--- config.mk ---
export PLATFORM = sky130hd
export DESIGN_NAME = fir_ntap_pipe
export DESIGN_NICKNAME = d
export VERILOG_FILES = /design/src/rtl/fir_ntap_pipe.sv
export SDC_FILE = /design/constraint.sdc
export NUM_CORES = 1
export LEC_CHECK = 0
export CAP_MARGIN = 20
export CORE_UTILIZATION = 43
export CTS_CLUSTER_SIZE = 40
export DETAILED_ROUTE_END_ITERATION = 16
export PLACE_DENSITY_LB_ADDON = 0.1
export SLEW_MARGIN = 10
export SYNTH_ARGS = -nofsm -noshare
export SYNTH_HDL_FRONTEND = slang
export SYNTH_SLANG_ARGS = --single-unit
--- constraint.sdc ---
create_clock -name clk -period 2.55 [get_ports clk]
set_input_delay 0.255 -clock clk [delete_from_list [all_inputs] [get_ports clk]]
set_output_delay 0.255 -clock clk [all_outputs]
set_load 0.005 [all_outputs]
--- src/rtl/fir_ntap_pipe.sv ---
// Parametrised TAPS-tap masked moving-sum FIR with a fully registered adder tree.
// Optional FIR_FLUSH_EN adds a flush port that empties the delay line.
module fir_ntap_pipe #(
  parameter int W      = 16,
  parameter int TAPS   = 4,
  parameter int SIGNED = 0
) (
  input  logic                         clk,
  input  logic                         reset,
  input  logic                         in_valid,
  input  logic [W-1:0]                 a,
  input  logic [TAPS-1:0]              tap_mask,
`ifdef FIR_FLUSH_EN
  input  logic                         flush,
`endif
  output logic [W+$clog2(TAPS)-1:0]    s,
  output logic                         out_valid
);

  localparam int L     = $clog2(TAPS);
  localparam int SW    = W + L;
  localparam int NLEAF = 1 << L;
  localparam int CW    = $clog2(TAPS + 1);
  localparam logic [CW-1:0] FILL_FULL = CW'(TAPS);
  localparam logic [CW-1:0] FILL_ONE  = CW'(1);

  if ((TAPS < 2) || (TAPS > 32)) begin : g_bad_taps
    $error("fir_ntap_pipe: TAPS must lie in 2..32");
  end

  logic              flush_s;
  logic              accept_s;
  logic [CW-1:0]     fill_nxt_s;
  logic [CW-1:0]     fill_r;
  logic [L:0]        vld_r;
  logic [W-1:0]      x_r    [TAPS];
  logic [SW-1:0]     node_r [1:NLEAF-1];
  // Heap layout: 1..NLEAF-1 are registered tree nodes, NLEAF..2*NLEAF-1 are leaves.
  logic [SW-1:0]     tree_s [1:2*NLEAF-1];

`ifdef FIR_FLUSH_EN
  assign flush_s = flush;
`else
  assign flush_s = 1'b0;
`endif

  function automatic logic [SW-1:0] ext(input logic [W-1:0] v);
    logic [SW-1:0] r;
    if (SIGNED != 0) begin
      r = {{L{v[W-1]}}, v};
    end else begin
      r = {{L{1'b0}}, v};
    end
    return r;
  endfunction

  // Accept decision and saturating fill-count update.
  always_comb begin
    accept_s   = in_valid & ~flush_s;
    fill_nxt_s = fill_r;
    if (accept_s && (fill_r != FILL_FULL)) begin
      fill_nxt_s = fill_r + FILL_ONE;
    end else begin
      fill_nxt_s = fill_r;
    end
  end

  // Fill counter and the valid bit that travels alongside each tree level.
  always_ff @(posedge clk) begin
    if (reset || flush_s) begin
      fill_r <= '0;
      vld_r  <= '0;
    end else begin
      fill_r <= fill_nxt_s;
      vld_r  <= {vld_r[L-1:0], accept_s && (fill_nxt_s == FILL_FULL)};
    end
  end

  for (genvar i = 0; i < TAPS; i++) begin : g_line
    // Delay-line stage i: newest sample enters at index 0.
    always_ff @(posedge clk) begin
      if (reset || flush_s) begin
        x_r[i] <= '0;
      end else if (accept_s) begin
        if (i == 0) begin
          x_r[i] <= a;
        end else begin
          x_r[i] <= x_r[(i > 0) ? i - 1 : 0];
        end
      end else begin
        x_r[i] <= x_r[i];
      end
    end
  end

  // Leaves: masked, extended taps; padding leaves beyond TAPS are zero.
  for (genvar i = 0; i < NLEAF; i++) begin : g_leaf
    if (i < TAPS) begin : g_tap
      assign tree_s[NLEAF + i] = tap_mask[i] ? ext(x_r[i]) : {SW{1'b0}};
    end else begin : g_pad
      assign tree_s[NLEAF + i] = {SW{1'b0}};
    end
  end

  for (genvar i = 1; i < NLEAF; i++) begin : g_node
    assign tree_s[i] = node_r[i];
    // Pairwise-add node: updates every cycle; only the valid bits are qualified.
    always_ff @(posedge clk) begin
      if (reset) begin
        node_r[i] <= '0;
      end else begin
        node_r[i] <= tree_s[2*i] + tree_s[2*i+1];
      end
    end
  end

  assign s         = node_r[1];
  assign out_valid = vld_r[L];

endmodule

==> results of run 1 <==
## cell type report
type / instances / area share (%)
clock inverter: 12 / 1.788
sequential: 122 / 37.33
timing repair buffer: 102 / 10.91
tap: 211 / 3.197
clock buffer: 20 / 5.530
inverter: 12 / 0.5455
multi-input combinational: 493 / 40.70
## Yosys cell counts (2+ instances only)
master,instances
nand3_1,7
nor3_1,14
o21ai_0,9
o21ai_1,8
mux2_1,5
nor2b_1,34
nand4_1,9
xnor2_1,16
buf_2,5
xor2_1,16
o211ai_1,3
nor3b_1,2
nor2_1,67
fa_1,3
ha_1,51
clkbuf_1,19
a31o_1,2
inv_1,12
a21o_1,18
o31ai_1,2
a211oi_1,9
nand2b_1,4
buf_4,19
a221o_1,2
o21a_1,8
edfxtp_1,64
dfxtp_1,58
and2_1,114
and3_1,2
nand2_1,26
a21oi_1,33
a31oi_1,7
or2_2,2
## registers in the layout, indices dropped and copies added, names as in the netlist
name	count
fill_r	3
node_r	52
vld_r	3
x_r	64
## path summary, 6_finish.rpt
| path | start | end | slack, ps | depth (start not counted) |
|---|---|---|---|---|
| worst max-delay path | x_r[0][16]$_SDFFCE_PN0P_ | node_r[0][50]$_SDFF_PP0_ | 110 | 9 |
| worst min-delay path | reset | node_r[0][59]$_SDFF_PP0_ | 200 | 2 |
| worst max register to register | x_r[0][16]$_SDFFCE_PN0P_ | node_r[0][50]$_SDFF_PP0_ | 110 | 9 |
| worst min register to register | vld_r[1]$_SDFF_PP0_ | vld_r[2]$_SDFF_PP0_ | 440 | 1 |
## cell families (layout without fill, tap and decap cells)
kind of cell	Yosys count	in the layout	synth area share (%)
buffers and inverters	57	146	4.439
AOI/OAI and AO/OA	115	115	11.42
xor gates and xnor gates	32	32	4.160
adders and majority gates	54	54	10.36
muxes	5	5	0.8358
DFF	122	122	45.77
and+or+nand+nor	287	287	23.01
## routing by layer
| layer | track usage [%] | up-vias | wire length [um] |
|---|---|---|---|
| li1 | - | 2464 | - |
| met1 | 20.00 | 2121 | 5743 |
| met2 | 30.32 | 91 | 6092 |
| met3 | 3.643 | 19 | 381 |
| met4 | 8.403 | 0 | 257 |
| met5 | 0 | - | 0 |
## power by group through the flow
stage | clock network [W] | logic (W) | registers [W]
3_5_place_dp | 0 | 0.000645 | 0.00231
5_1_grt | 0.00258 | 0.000724 | 0.00228
4_1_cts | 0.00250 | 0.000649 | 0.00227
6_report | 0.00244 | 0.000643 | 0.00226
3_3_place_gp | 0 | 0.000636 | 0.00230
2_1_floorplan | 0 | 0.000443 | 0.00228
## cells in the final DEF (no fill, tap or decap), types with 4 or more instances in the layout
master,instances
a211oi_1,9
a21o_1,18
a21oi_1,32
a31oi_1,7
and2_1,114
buf_4,58
clkbuf_16,17
clkdlybuf4s50_1,40
dfxtp_1,58
edfxtp_1,64
ha_1,51
inv_1,12
mux2_1,5
nand2_1,26
nand2b_1,4
nand3_1,7
nand4_1,9
nor2_1,67
nor2b_1,33
nor3_1,14
o21a_1,8
o21ai_0,9
o21ai_1,8
xnor2_1,16
xor2_1,16
## critical path: stages, from the launching register on
cell      delay [ps]
edfxtp_1         380
and2_1           170
ha_1             220
fa_1             410
a21oi_2          200
o211ai_1         150
nand2_1          100
o221ai_1         150
a31oi_1          220
mux2_1           330
## through the flow
step	TNS (ps)	std cells	hold slack (ps)	setup slack (ps)
final	0	972	195.9	111.4
after global routing	0	972	225.1	3.056
after CTS	0	972	189.8	60.52
after detailed placement	-2320	940	431.1	-306.4
after global placement	-1713	940	421.8	-253.7
after floorplan	0	672	400.9	233.9
==> impl_metrics.tcl, run 1 <==
set metrics [dict create \
    p_leak_nw 3.600 \
    die_area_mm2 0.01617 \
    max_freq_ghz 0.4101 \
    ios 42 \
    cts-resized-gates 0 \
    cts_num_sinks 122 \
    cts.htree.levels 4 \
    total_power_w 0.005344 \
    finalMaxSlewViolations 0 \
    crit_arrival_ps 2740 \
    drv_cap 0 \
    gp_congestion 0.8703 \
    crit_path_end_kind "register" \
    rsz0062_at_grt "false" \
    drt-initial-drc-count 185 \
    relSlewSlack_pct 68.30 \
    cp.required_ps 2850 \
    synth-edff-count 64 \
    vias 4695 \
    hp-class "in2reg" \
    numCtsBuffers 17 \
    die_h_um 127.2 \
    die_x_um 127.2 \
    yosysWarningCount 0 \
    antenna_found_initial 0 \
    viasPerCell 4.830 \
    async_reset_ff_share_pct 0 \
    yosys_register_bits 122 \
    synth_nets 749 \
    grt_pass1_wl_um 21580 \
    drt_first_pass_iters 4 \
    core_area_mm2 0.01526 \
    worst_pin_slew_ps 473.4 \
    pwr-share-seq_pct 42.4 \
    drc_errors 0 \
    min_period_ps 2439 \
    port_buffers 41 \
    first_global_vias 4730 \
    switching_share_pct 22.99 \
    power_switching_w 0.001228 \
    synth.avg_cell_area_um2 10.02 \
    wl_um 12480 \
    cts_hold_buf 0 \
    worstPathMaxFanout 3 \
    clockPowerShare_pct 45.6 \
    track_usage_pct 17.25 \
    multiInputGateArea_mm2 0.003361 \
    synth_top_area_cell "edfxtp_1" \
    antenna_cells 0 \
    final_area_mm2 0.008258 \
    synth_ff_type "edfxtp_1" \
    clock_latency_ps 420 \
    postRouteAntennaNets 0 \
    p_comb_share_pct 12.0 \
    start_util_pct 44.15 \
    clock_skew_ps 12.06 \
    post_dp_cell_area_mm2 0.007650 \
    powerDensity_mw_per_mm2 647.1 \
    ys_types 55 \
    outcome "finished, final reports clean" \
    syn-instance-count 672 \
    cts_tree "yes" \
    syn-cell-area_mm2 0.006736 \
    cts_setup_buffers 0 \
    final_util_pct 54.12 \
    grt_overflow 0 \
    area_growth_pct 22.59 \
    finalHoldViolCount 0 \
    synth_top_area_share_pct 28.53 \
    synthTopCellsByArea "edfxtp_1, dfxtp_1, and2_1, ha_1, nor2_1" \
    nNetsFinal 825 \
    seq_area_mm2 0.003083 \
    finalSetupViolCount 0 \
    cp-start-kind "register" \
    root_buffer "clkbuf_16" \
    layout-drive-gt1-share_pct 13.14 \
    grt_max_degree 68 \
    fillers 1372 \
    rows 45 \
    min_period_over_period_pct 95.63 \
    power.internal_w 0.004115 \
    synth_seq_area_share_pct 45.77 \
    wl_per_cell_um 12.83 \
    path_class "reg2reg" \
    hpwl_um 9346 \
    peakVddDrop_v 0.0004649 \
    clock_path_buffers 2 \
    clk_pin_slew_worst_paths_ps 60 \
]
Note: power is estimated with default switching activity, not from simulation.
==> inputs of run 2 (changes only) <==
Settings changed: SLEW_MARGIN 10 to not set.
==> results of run 2 <==
Same layout as run 1: the final DEF is identical, and so are final timing and power.
==> inputs of run 3 (changes only) <==
Settings changed: HOLD_SLACK_MARGIN set to 0.15, MAX_ROUTING_LAYER set to met4.
==> run 3 against run 2 <==
  * Clock power is 3% lower
  * Maximum frequency hardly changed
  * First-iteration DRC count is 21% lower
  * Clock-buffer cell count is 7 higher
  * Critical endpoint unchanged
  * Largest power group unchanged
  * Critical path type unchanged
  * Total power is 1.4% lower
==> impl_metrics.tcl, run 3 (synthesis gave the netlist of run 1 again) <==
set metrics [dict create \
    peakVddDrop_v 0.0004876 \
    power.internal_w 0.004070 \
    postRouteAntennaNets 0 \
    antenna_found_initial 0 \
    clk_pin_slew_worst_paths_ps 60 \
    track_usage_pct 17.80 \
    clock_path_buffers 2 \
    hold_depth 2 \
    cp_cell_sequence "and2_1 -> ha_1 -> fa_1 -> a21oi_2 -> o211ai_1 -> nand2_1 -> o221ai_1 -> a31oi_1 -> mux2_1" \
    powerDensity_mw_per_mm2 639.1 \
    largest_registers "x_r (64), node_r (52)" \
    r2r_slack_ps 110 \
    dp_cells 939 \
    regToRegEndpoint "node_r[0][50]$_SDFF_PP0_" \
    cp.required_ps 2850 \
    p_comb_share_pct 12.3 \
    grt_max_degree 73 \
    ios 42 \
    die_area_mm2 0.01617 \
    rsz0062_at_grt "true" \
    first_global_vias 4739 \
    min_period_over_period_pct 95.64 \
    p_leak_nw 3.613 \
    fillers 1390 \
    wl_um 12750 \
    cts_num_sinks 122 \
    clock_latency_ps 420 \
    cts-resized-gates 0 \
    die_h_um 127.2 \
    layout-drive-gt1-share_pct 13.03 \
    regMostFlops "x_r" \
    nNetsFinal 824 \
    worstHoldStart "reset" \
    hp-class "in2reg" \
    cts.htree.levels 4 \
    crit_path_top_delay_cell "fa_1" \
    wl_per_cell_um 13.13 \
    root_buffer "clkbuf_16" \
    finalMaxSlewViolations 0 \
    area_growth_pct 22.42 \
    min_period_ps 2439 \
    hpwl_um 9483 \
    pwr-share-seq_pct 43.0 \
    numCtsBuffers 17 \
    final_cell_mix "and2_1, nor2_1, edfxtp_1" \
    power_switching_w 0.001200 \
    worstPathMaxFanout 3 \
    port_buffers 41 \
    gp_congestion 0.8899 \
    cts_tree "yes" \
    cts_setup_buffers 0 \
    antenna_cells 0 \
    drt-initial-drc-count 147 \
    reg2reg_from "x_r[0][16]$_SDFFCE_PN0P_" \
    relSlewSlack_pct 66.68 \
    max_freq_ghz 0.4100 \
    grt_pass1_wl_um 21530 \
    path_class "reg2reg" \
    whs_endpoint "node_r[0][54]$_SDFF_PP0_" \
    largest_reg_flops 64 \
    reg2reg_depth 9 \
    grt_overflow 0 \
    cpPeakStageDelay_ps 410 \
    rows 45 \
    drc_errors 0 \
    drt_first_pass_iters 5 \
    finalSetupViolCount 0 \
    finalHoldViolCount 0 \
    total_power_w 0.005270 \
    core_area_mm2 0.01526 \
    die_x_um 127.2 \
    viasPerCell 4.874 \
    switching_share_pct 22.78 \
    drv_cap 0 \
    clockPowerShare_pct 44.8 \
    cts_hold_buf 0 \
    start_util_pct 44.15 \
    worst_pin_slew_ps 497.6 \
    outcome "finished, final reports clean" \
    vias 4733 \
    clock_skew_ps 10.86 \
    final_cells 971 \
    crit_path_end_kind "register" \
    crit_arrival_ps 2740 \
    layout_commonest_cell "and2_1" \
    cp-start-kind "register" \
]
-- run 3: cell count changes in the layout (fill, tap and decap cells not counted), moves of 2 or more --
cell and delta:
bufinv_16 -2, clkinv_1 -2, inv_4 +2, clkbuf_1 +4, clkinvlp_4 -3, clkinv_4 -2, clkbuf_16 +2
-- run 3: cell type report --
class	instances	area (um^2)	share of cell area, %
clock inverter	5	52.55	0.6372
inverter	12	45.04	0.5462
tap	211	264.0	3.201
sequential	122	3083	37.38
timing repair buffer	101	895.9	10.86
clock buffer	27	535.5	6.494
multi-input combinational	493	3371	40.87
-- run 3: power by group through the flow --
stage / Sequential [W] / Clock, W / Combinational [W]
6_report: 0.00226 / 0.00236 / 0.000647
5_1_grt: 0.00228 / 0.00249 / 0.000725
4_1_cts: 0.00227 / 0.00240 / 0.000651
3_5_place_dp: 0.00231 / 0 / 0.000645
3_3_place_gp: 0.00230 / 0 / 0.000636
2_1_floorplan: 0.00228 / 0 / 0.000443
-- run 3: how the worst max path moves through the flow --
| stage | start | endpoint | slack, ps | cells past startpoint |
|---|---|---|---|---|
| after global routing | x_r[0][16]$_SDFFCE_PN0P_ | node_r[0][50]$_SDFF_PP0_ | 0.6 | 9 |
| after detailed placement | tap_mask[1] | node_r[0][51]$_SDFF_PP0_ | -300 | 10 |
| after global placement | tap_mask[1] | node_r[0][50]$_SDFF_PP0_ | -260 | 10 |
| final | x_r[0][16]$_SDFFCE_PN0P_ | node_r[0][50]$_SDFF_PP0_ | 110 | 9 |
| after CTS | x_r[0][16]$_SDFFCE_PN0P_ | node_r[0][50]$_SDFF_PP0_ | 80 | 9 |
| after floorplan | tap_mask[0] | node_r[0][50]$_SDFF_PP0_ | 230 | 10 |
-- run 3: through the flow --
stage | hold slack, ps | utilization [%] | TNS (ps) | setup slack [ps] | cell area, um^2
CTS | 180.0 | 53.94 | 0 | 76.96 | 8230
floorplan | 400.9 | - | 0 | 233.9 | 6736
global placement | 420.0 | 50.09 | -1603 | -261.2 | 7642
finish | 181.7 | 54.05 | 0 | 111.1 | 8247
detailed placement | 443.3 | 50.09 | -2223 | -302.9 | 7642
global route | 192.4 | 54.05 | 0 | 0.5884 | 8247
-- run 3: routing by layer --
layer | share of wire, % | vias to the layer above | routed length, um | track usage (%)
met5 | 0 | - | 0 | -
met4 | 2.5 | 0 | 325 | 9.384
met3 | 3.4 | 30 | 437 | 4.188
met2 | 49 | 98 | 6214 | 29.54
met1 | 45 | 2136 | 5775 | 19.99
li1 | - | 2469 | - | -
-- run 3: critical path, delay by kind of cell (launching register included) --
family / cells / cell delay (ps)
simple gates: 2 / 270
fa+ha+maj: 2 / 630
compound gates: 4 / 710
flops: 1 / 380
mux: 1 / 330
